--- config.mk ---
export PLATFORM = sky130hd
export DESIGN_NAME = imem_load_controller_flat
export DESIGN_NICKNAME = d
export VERILOG_FILES = /design/src/rtl/imem_loader_pkg.sv /design/src/rtl/imem_load_controller_if.sv /design/src/rtl/imem_byte_assembler.sv /design/src/rtl/imem_load_controller.sv /design/src/flat_wrapper.sv
export SDC_FILE = /design/constraint.sdc
export NUM_CORES = 1
export LEC_CHECK = 0
export ABC_AREA = 1
export CELL_PAD_IN_SITES_DETAIL_PLACEMENT = 2
export CELL_PAD_IN_SITES_GLOBAL_PLACEMENT = 2
export CORE_MARGIN = 2
export CORE_UTILIZATION = 27
export DETAILED_ROUTE_END_ITERATION = 12
export PLACE_DENSITY_LB_ADDON = 0.12
export SKIP_CTS_REPAIR_TIMING = 1
export SYNTH_ARGS = -nofsm -noshare
export SYNTH_HDL_FRONTEND = slang
export SYNTH_HIERARCHICAL = 1
export SYNTH_SLANG_ARGS = --single-unit
--- constraint.sdc ---
create_clock -name i_clk -period 2.8 [get_ports i_clk]
set_input_delay 0.7 -clock i_clk [delete_from_list [all_inputs] [get_ports i_clk]]
set_output_delay 0.7 -clock i_clk [all_outputs]
set_load 0.03 [all_outputs]
--- src/rtl/imem_loader_pkg.sv ---
// -----------------------------------------------------------------------------
// imem_loader_pkg
// Shared constants for the instruction-memory load controller:
//   - FSM state encoding (legacy-compatible 3-bit constants)
//   - default end-of-program marker, bytes per word, address step
//   - byte-wise XOR accumulate helper used by the optional checksum
// Optional feature macro: IMEM_LOADER_CHECKSUM_EN (CHECK/ERROR states).
// -----------------------------------------------------------------------------
package imem_loader_pkg;

    localparam int BYTES_PER_WORD = 4;
    localparam int ADDR_STEP      = 4;

    localparam logic [31:0] HALT_WORD_DEFAULT = 32'hFFFF_FFFF;

    typedef logic [2:0] state_t;

    localparam state_t ST_IDLE  = 3'd0;
    localparam state_t ST_LOAD  = 3'd1;
    localparam state_t ST_WRITE = 3'd2;
    localparam state_t ST_RUN   = 3'd3;
    localparam state_t ST_CHECK = 3'd4;
    localparam state_t ST_ERROR = 3'd5;

    // Running XOR checksum: fold one more program byte into the accumulator.
    function automatic logic [7:0] xor_accumulate(input logic [7:0] acc, input logic [7:0] b);
        return acc ^ b;
    endfunction

endpackage

--- src/rtl/imem_load_controller_if.sv ---
// -----------------------------------------------------------------------------
// imem_load_controller_if
// Bus bundle between the load controller, the UART RX byte stream, the PC and
// the instruction memory port.
//   rx_data   [7:0]   received byte
//   rx_valid          1-cycle strobe, rx_data valid
//   pc        [N-1:0] fetch address from the PC register
//   mem_addr  [N-1:0] address to instruction memory
//   mem_wdata [N-1:0] word to write
//   mem_we            write strobe
// Modports: slave = controller side, master = environment side.
// -----------------------------------------------------------------------------
interface imem_load_controller_if #(
    parameter int NBITS = 32
);
    logic [7:0]       rx_data;
    logic             rx_valid;
    logic [NBITS-1:0] pc;
    logic [NBITS-1:0] mem_addr;
    logic [NBITS-1:0] mem_wdata;
    logic             mem_we;

    modport master (
        output rx_data, rx_valid, pc,
        input  mem_addr, mem_wdata, mem_we
    );

    modport slave (
        input  rx_data, rx_valid, pc,
        output mem_addr, mem_wdata, mem_we
    );
endinterface

--- src/rtl/imem_byte_assembler.sv ---
// -----------------------------------------------------------------------------
// imem_byte_assembler
// Packs a byte stream MSB-first into NBITS-wide words.
//   i_clk, i_reset_n  clock / async active-low reset
//   i_clear           drop any partial word (load restart)
//   i_byte_valid      shift i_byte in this cycle
//   i_byte [7:0]      incoming byte
//   o_word            current shift-register contents
//   o_word_ready      combinational: this strobe completes a word, so the
//                     word is complete on the next cycle
// -----------------------------------------------------------------------------
module imem_byte_assembler
    import imem_loader_pkg::*;
#(
    parameter int NBITS = 32
) (
    input  logic             i_clk,
    input  logic             i_reset_n,
    input  logic             i_clear,
    input  logic             i_byte_valid,
    input  logic [7:0]       i_byte,
    output logic [NBITS-1:0] o_word,
    output logic             o_word_ready
);

    logic [NBITS-1:0] word_r;
    logic [1:0]       byte_cnt_r;

    // Shift register and byte counter; counter wraps to 0 after the last byte.
    always_ff @(posedge i_clk or negedge i_reset_n) begin
        if (!i_reset_n) begin
            word_r     <= '0;
            byte_cnt_r <= 2'd0;
        end else if (i_clear) begin
            word_r     <= '0;
            byte_cnt_r <= 2'd0;
        end else if (i_byte_valid) begin
            word_r     <= {word_r[NBITS-9:0], i_byte};
            byte_cnt_r <= byte_cnt_r + 2'd1;
        end else begin
            word_r     <= word_r;
            byte_cnt_r <= byte_cnt_r;
        end
    end

    // Combinational so the controller can enter WRITE one cycle after the last strobe.
    assign o_word_ready = i_byte_valid && !i_clear &&
                          (byte_cnt_r == 2'(BYTES_PER_WORD - 1));
    assign o_word       = word_r;

endmodule

--- src/rtl/imem_load_controller.sv ---
// -----------------------------------------------------------------------------
// imem_load_controller
// Loads a program byte stream into instruction memory (4 bytes per word,
// MSB first, words at 0,4,8,...), then hands the memory read port to the CPU.
// Ports:
//   i_clk, i_reset_n   clock / async active-low reset
//   i_load_req         (re)start program load, honoured in IDLE and RUN
//   bus (slave)        rx byte stream, PC, memory address/data/write strobe
//   o_cpu_en           CPU/PC enable, high only in RUN
//   o_load_done        high from program completion until the next load starts
//   o_load_err         sticky overrun (and checksum) error, cleared on load start
//   o_word_count       words written during the current load
// Optional feature macro: IMEM_LOADER_CHECKSUM_EN -- after the last word, one
// extra byte must equal the XOR of all program bytes; mismatch parks the
// controller in ERROR until the next load request.
// -----------------------------------------------------------------------------
module imem_load_controller
    import imem_loader_pkg::*;
#(
    parameter int               NBITS     = 32,
    parameter int               CELDAS    = 60,
    parameter logic [NBITS-1:0] HALT_WORD = HALT_WORD_DEFAULT
) (
    input  logic                     i_clk,
    input  logic                     i_reset_n,
    input  logic                     i_load_req,
    imem_load_controller_if.slave    bus,
    output logic                     o_cpu_en,
    output logic                     o_load_done,
    output logic                     o_load_err,
    output logic [NBITS-1:0]         o_word_count
);

    state_t           state_r;
    state_t           next_state_s;
    logic [NBITS-1:0] load_addr_r;
    logic [NBITS-1:0] word_count_r;
    logic             cpu_en_r;
    logic             load_done_r;
    logic             load_err_r;
    logic             mem_we_r;
    logic             start_load_s;
    logic             last_word_s;
    logic             byte_in_s;
    logic             word_ready_s;
    logic [NBITS-1:0] word_s;

`ifdef IMEM_LOADER_CHECKSUM_EN
    logic [7:0] xsum_r;
    logic       sum_ok_s;
    assign sum_ok_s = (bus.rx_data == xsum_r);
`endif

    // Bytes are only accepted while loading; elsewhere they are dropped.
    assign byte_in_s = (state_r == ST_LOAD) && bus.rx_valid;

    // Program ends on the halt marker or when the next slot would be out of range.
    assign last_word_s = (word_s == HALT_WORD) ||
                         ((load_addr_r + NBITS'(ADDR_STEP)) >= NBITS'(CELDAS));

    imem_byte_assembler #(
        .NBITS (NBITS)
    ) u_assembler (
        .i_clk        (i_clk),
        .i_reset_n    (i_reset_n),
        .i_clear      (start_load_s),
        .i_byte_valid (byte_in_s),
        .i_byte       (bus.rx_data),
        .o_word       (word_s),
        .o_word_ready (word_ready_s)
    );

    // Next-state logic; start_load_s flags every transition that begins a fresh load.
    always_comb begin
        next_state_s = state_r;
        start_load_s = 1'b0;
        case (state_r)
            ST_IDLE: begin
                if (i_load_req) begin
                    next_state_s = ST_LOAD;
                    start_load_s = 1'b1;
                end else begin
                    next_state_s = ST_IDLE;
                end
            end
            ST_LOAD: begin
                if (word_ready_s) begin
                    next_state_s = ST_WRITE;
                end else begin
                    next_state_s = ST_LOAD;
                end
            end
            ST_WRITE: begin
                if (last_word_s) begin
`ifdef IMEM_LOADER_CHECKSUM_EN
                    next_state_s = ST_CHECK;
`else
                    next_state_s = ST_RUN;
`endif
                end else begin
                    next_state_s = ST_LOAD;
                end
            end
            ST_RUN: begin
                if (i_load_req) begin
                    next_state_s = ST_LOAD;
                    start_load_s = 1'b1;
                end else begin
                    next_state_s = ST_RUN;
                end
            end
`ifdef IMEM_LOADER_CHECKSUM_EN
            ST_CHECK: begin
                if (bus.rx_valid) begin
                    next_state_s = sum_ok_s ? ST_RUN : ST_ERROR;
                end else begin
                    next_state_s = ST_CHECK;
                end
            end
            ST_ERROR: begin
                if (i_load_req) begin
                    next_state_s = ST_LOAD;
                    start_load_s = 1'b1;
                end else begin
                    next_state_s = ST_ERROR;
                end
            end
`endif
            default: begin
                next_state_s = ST_IDLE;
                start_load_s = 1'b0;
            end
        endcase
    end

    // State register.
    always_ff @(posedge i_clk or negedge i_reset_n) begin
        if (!i_reset_n) begin
            state_r <= ST_IDLE;
        end else begin
            state_r <= next_state_s;
        end
    end

    // Status/strobe outputs registered from the next state so they align with it.
    always_ff @(posedge i_clk or negedge i_reset_n) begin
        if (!i_reset_n) begin
            cpu_en_r    <= 1'b0;
            load_done_r <= 1'b0;
            mem_we_r    <= 1'b0;
        end else begin
            cpu_en_r    <= (next_state_s == ST_RUN);
            load_done_r <= (next_state_s == ST_RUN);
            mem_we_r    <= (next_state_s == ST_WRITE);
        end
    end

    // Load address and word counter; address stays on the final slot after the last word.
    always_ff @(posedge i_clk or negedge i_reset_n) begin
        if (!i_reset_n) begin
            load_addr_r  <= '0;
            word_count_r <= '0;
        end else if (start_load_s) begin
            load_addr_r  <= '0;
            word_count_r <= '0;
        end else if (state_r == ST_WRITE) begin
            word_count_r <= word_count_r + {{(NBITS-1){1'b0}}, 1'b1};
            if (!last_word_s) begin
                load_addr_r <= load_addr_r + NBITS'(ADDR_STEP);
            end else begin
                load_addr_r <= load_addr_r;
            end
        end else begin
            load_addr_r  <= load_addr_r;
            word_count_r <= word_count_r;
        end
    end

    // Sticky error: byte arriving while a word is being written, or a bad checksum.
    always_ff @(posedge i_clk or negedge i_reset_n) begin
        if (!i_reset_n) begin
            load_err_r <= 1'b0;
        end else if (start_load_s) begin
            load_err_r <= 1'b0;
        end else if ((state_r == ST_WRITE) && bus.rx_valid) begin
            load_err_r <= 1'b1;
`ifdef IMEM_LOADER_CHECKSUM_EN
        end else if ((state_r == ST_CHECK) && (next_state_s == ST_ERROR)) begin
            load_err_r <= 1'b1;
`endif
        end else begin
            load_err_r <= load_err_r;
        end
    end

`ifdef IMEM_LOADER_CHECKSUM_EN
    // XOR of every accepted program byte, including the halt word.
    always_ff @(posedge i_clk or negedge i_reset_n) begin
        if (!i_reset_n) begin
            xsum_r <= 8'd0;
        end else if (start_load_s) begin
            xsum_r <= 8'd0;
        end else if (byte_in_s) begin
            xsum_r <= xor_accumulate(xsum_r, bus.rx_data);
        end else begin
            xsum_r <= xsum_r;
        end
    end
`endif

    // The CPU owns the read address only while running; otherwise the loader drives it.
    assign bus.mem_addr  = cpu_en_r ? bus.pc : load_addr_r;
    assign bus.mem_wdata = word_s;
    assign bus.mem_we    = mem_we_r;

    assign o_cpu_en     = cpu_en_r;
    assign o_load_done  = load_done_r;
    assign o_load_err   = load_err_r;
    assign o_word_count = word_count_r;

endmodule

--- src/flat_wrapper.sv ---
// flat-port wrapper written by rule: the top's interface ports become plain ports
module imem_load_controller_flat import imem_loader_pkg::*;
#(
    parameter int               NBITS     = 32,
    parameter int               CELDAS    = 60,
    parameter logic [NBITS-1:0] HALT_WORD = HALT_WORD_DEFAULT
)
  (i_clk, i_reset_n, i_load_req, o_cpu_en, o_load_done, o_load_err, o_word_count, bus_rx_data, bus_rx_valid, bus_pc, bus_mem_addr, bus_mem_wdata, bus_mem_we);
  imem_load_controller_if #(.NBITS(NBITS)) bus_i ();
  input  logic i_clk;
  input  logic i_reset_n;
  input  logic i_load_req;
  output logic o_cpu_en;
  output logic o_load_done;
  output logic o_load_err;
  output logic [NBITS-1:0] o_word_count;
  input wire logic [$bits(bus_i.rx_data)-1:0] bus_rx_data;
  input wire logic [$bits(bus_i.rx_valid)-1:0] bus_rx_valid;
  input wire logic [$bits(bus_i.pc)-1:0] bus_pc;
  output wire logic [$bits(bus_i.mem_addr)-1:0] bus_mem_addr;
  output wire logic [$bits(bus_i.mem_wdata)-1:0] bus_mem_wdata;
  output wire logic [$bits(bus_i.mem_we)-1:0] bus_mem_we;
  assign bus_i.rx_data = bus_rx_data;
  assign bus_i.rx_valid = bus_rx_valid;
  assign bus_i.pc = bus_pc;
  assign bus_mem_addr = bus_i.mem_addr;
  assign bus_mem_wdata = bus_i.mem_wdata;
  assign bus_mem_we = bus_i.mem_we;
  imem_load_controller #(.NBITS(NBITS), .CELDAS(CELDAS), .HALT_WORD(HALT_WORD)) u_core (.i_clk(i_clk), .i_reset_n(i_reset_n), .i_load_req(i_load_req), .bus(bus_i), .o_cpu_en(o_cpu_en), .o_load_done(o_load_done), .o_load_err(o_load_err), .o_word_count(o_word_count));
endmodule
==> results.py <==
metrics = {
    "logic_synthesis": {
        "synthesis.nets": 901,
        "synth_seq_cells": 101,
        "syn_area_mm2": 0.00595,
        "synth-edff-count": 0,
        "yosysUniqueCellTypes": 38,
        "yosysWarnings": 6,
        "syn_inst": 848,
        "synthArstFlopShare": 1.00,
        "seq_area_frac_synth": 0.424,
        "avgSynthCellArea_um2": 7.02,
        "ys.flop_type": "dfrtp_1",
    },
    "sta": {
        "finalHoldViolCount": 0,
        "setup_violations": 0,
        "period_share": 0.963,
        "fmax_mhz": 371,
        "min_period_ns": 2.70,
        "tightestPinTransition_ns": 0.796,
        "finClkSkew_ns": 0.0122,
        "worst_hold_slack_ns": 0.301,
        "final_max_slew_viol_count": 0,
        "slew-limit-headroom": 0.468,
        "rsz0062_at_grt": "no",
        "layout_setup_ws_ns": 0.103,
        "fin_tns_setup_ns": 0,
    },
    "worst_setup_path": {
        "cp_data_arrival_time_ns": 2.00,
        "worstSetupEndpointType": "output pin",
        "critPathMaxFanout": 1,
        "cp-start-kind": "input pin",
        "worstPathRequired_ns": 2.10,
        "r2r_slack_ns": 0.22,
        "critical_path_class": "input pin to output pin",
    },
    "final_layout": {
        "final-seq-area_mm2": 0.00253,
        "drive_above_1_share": 0.0750,
        "finalNonFillerCells": 1280,
        "antenna_cells": 0,
        "syn_to_final_growth_pct": 34.9,
        "multiInputGateArea_mm2": 0.00292,
        "layout.nets": 1048,
        "fill_cells": 2584,
        "fin_area_mm2": 0.00803,
    },
    "place": {
        "place.gp.congestion": 0.772,
        "place_inst": 1264,
        "portBuffers": 143,
        "pre_cts_ws_ns": 0.0868,
        "dpl.hpwl_mm": 16.3,
        "placed_area_mm2": 0.00774,
    },
    "die": {
        "die_area_mm2": 0.0233,
        "start_util": 0.274,
        "core_area_mm2": 0.0218,
        "fp.dieW_um": 153,
        "ios": 144,
        "die_height_um": 153,
        "std_cell_rows": 54,
    },
    "detailed_routing": {
        "vias": 6060,
        "routed_wl_mm": 21.1,
        "wl_per_cell_um": 16.5,
        "ant_nets": 0,
        "drcViolationCount": 0,
        "drt-pass1-iter-count": 4,
        "viasPerCell": 4.73,
        "drt-initial-drc-count": 237,
    },
    "global_route": {
        "grt_start_max_net_pins": 47,
        "grt_pass1_wl_mm": 35.1,
        "antenna_found_initial": 0,
        "gr-usage-all-layers": 0.187,
        "grt_pass1_vias": 6674,
        "grt_overflow": 0,
    },
    "power_and_ir_drop": {
        "p_int_w": 0.00310,
        "clockPowerShare": 0.244,
        "p_sw_frac": 0.408,
        "switching_power_w": 0.00214,
        "irDropWorstVdd_mv": 0.340,
        "comb_power_share": 0.382,
        "p_leak_nw": 3.62,
        "power.density_mw_per_mm2": 652,
        "p_seq_frac": 0.374,
    },
    "clocking": {
        "tritoncts": "built",
        "clk_latency_ns": 0.36,
        "root_buffer": "clkbuf_16",
        "cts_max_level": 3,
        "path_clk_slew_ns": 0.07,
        "cts_buffer_depth": 2,
        "cts_sinks": 101,
        "cts_buffers": 9,
    },
    "min_path": {
        "hold_path.class": "input pin to async pin",
    },
    "status": {
        "status": "finished, final reports clean",
    },
    "job": {
        "drv_cap": 0,
    },
}
==> cells in the mapped netlist, types with 12 or more instances <==
master	n	area [um2]
nand4_1	12	75.1
inv_1	93	349
o21ai_0	45	225
nor2_1	108	405
nand3_1	76	380
nor2_2	17	106
nand2_1	279	1050
dfrtp_1	101	2530
nor3_1	14	70.1
a21oi_1	23	115
==> per-stage QoR <==
stage | total power (W) | utilization
2_1_floorplan | 0.00312 | -
3_3_place_gp | 0.00398 | 0.356
3_5_place_dp | 0.00402 | 0.356
4_1_cts | 0.00535 | 0.369
5_1_grt | 0.00556 | 0.369
6_report | 0.00524 | 0.369
==> power by group through the flow <==
stage          clock network (W)  registers, W  logic (W)
2_1_floorplan                  0       0.00235   0.000772
3_3_place_gp                   0       0.00198    0.00200
3_5_place_dp                   0       0.00198    0.00203
4_1_cts                  0.00134       0.00196    0.00204
5_1_grt                  0.00138       0.00200    0.00218
6_report                 0.00128       0.00196    0.00200
==> placed cells by master, fill, tap and decap left out, types with 4 or more instances in the layout <==
master,count
o21ai_0,45
ha_1,9
nand3_1,76
nor2_2,17
nor2_1,108
xor2_1,9
nand2_1,279
inv_1,93
nor3_1,14
clkdlybuf4s50_1,134
nor4_1,8
buf_12,4
nor2_4,5
dfrtp_1,100
buf_4,23
a21oi_1,23
nand4_1,12
clkbuf_16,9
==> routing by layer <==
metal  share of wire  wire length, um  GRT usage
met4          0.0071              150     0.0304
met5               0                0          0
met1            0.44             9180      0.224
met3           0.031              657     0.0378
met2            0.53            11100      0.349
==> critical path, stage by stage <==
cell and delay (ns):
clkdlybuf4s50_1 0.45, nand2_1 0.05, o21ai_0 0.09, clkdlybuf4s50_1 0.71
==> logic make-up after synthesis <==
kind of cell,count (synthesis),share of synthesized area
fa+ha+maj,9,0.0189
mux,2,0.00378
buf+inv,120,0.0859
xor+xnor,10,0.0147
flops,101,0.424
compound gates,78,0.0706
simple gates,528,0.382
==> worst paths after layout <==
path / depth (start not counted) / endpoint / startpoint
worst min register to register: 2 / u_core/u_assembler/byte_cnt_r[1] / u_core/u_assembler/byte_cnt_r[1]
min in group i_clk: 2 / u_core/u_assembler/byte_cnt_r[1] / u_core/u_assembler/byte_cnt_r[1]
worst max-delay path: 4 / bus_mem_addr[19] / bus_pc[19]
worst min-delay path: 1 / u_core/load_addr_r[10] / i_reset_n
worst max register to register: 10 / u_core/o_word_count[26] / u_core/o_word_count[0]
max in group asynchronous: 2 / u_core/o_word_count[11] / i_reset_n
==> sequential cells by signal, summed over array words and instances, names as in the netlist <==
register,flops
u_core/o_word_count,32
u_core/u_assembler/o_word,32
u_core/u_assembler/byte_cnt_r,2
u_core/o_load_err,1
u_core/o_load_done,1
u_core/state_r,2
u_core/bus.mem_we,1
u_core/load_addr_r,30
==> final cells by class <==
cell class | instances | share of cell area
sequential | 101 | 0.315
clock buffer | 11 | 0.0302
inverter | 95 | 0.0444
timing repair buffer | 161 | 0.198
clock inverter | 5 | 0.00576
multi-input combinational | 627 | 0.363
tap | 280 | 0.0436
Note: power is estimated with default switching activity, not from simulation.
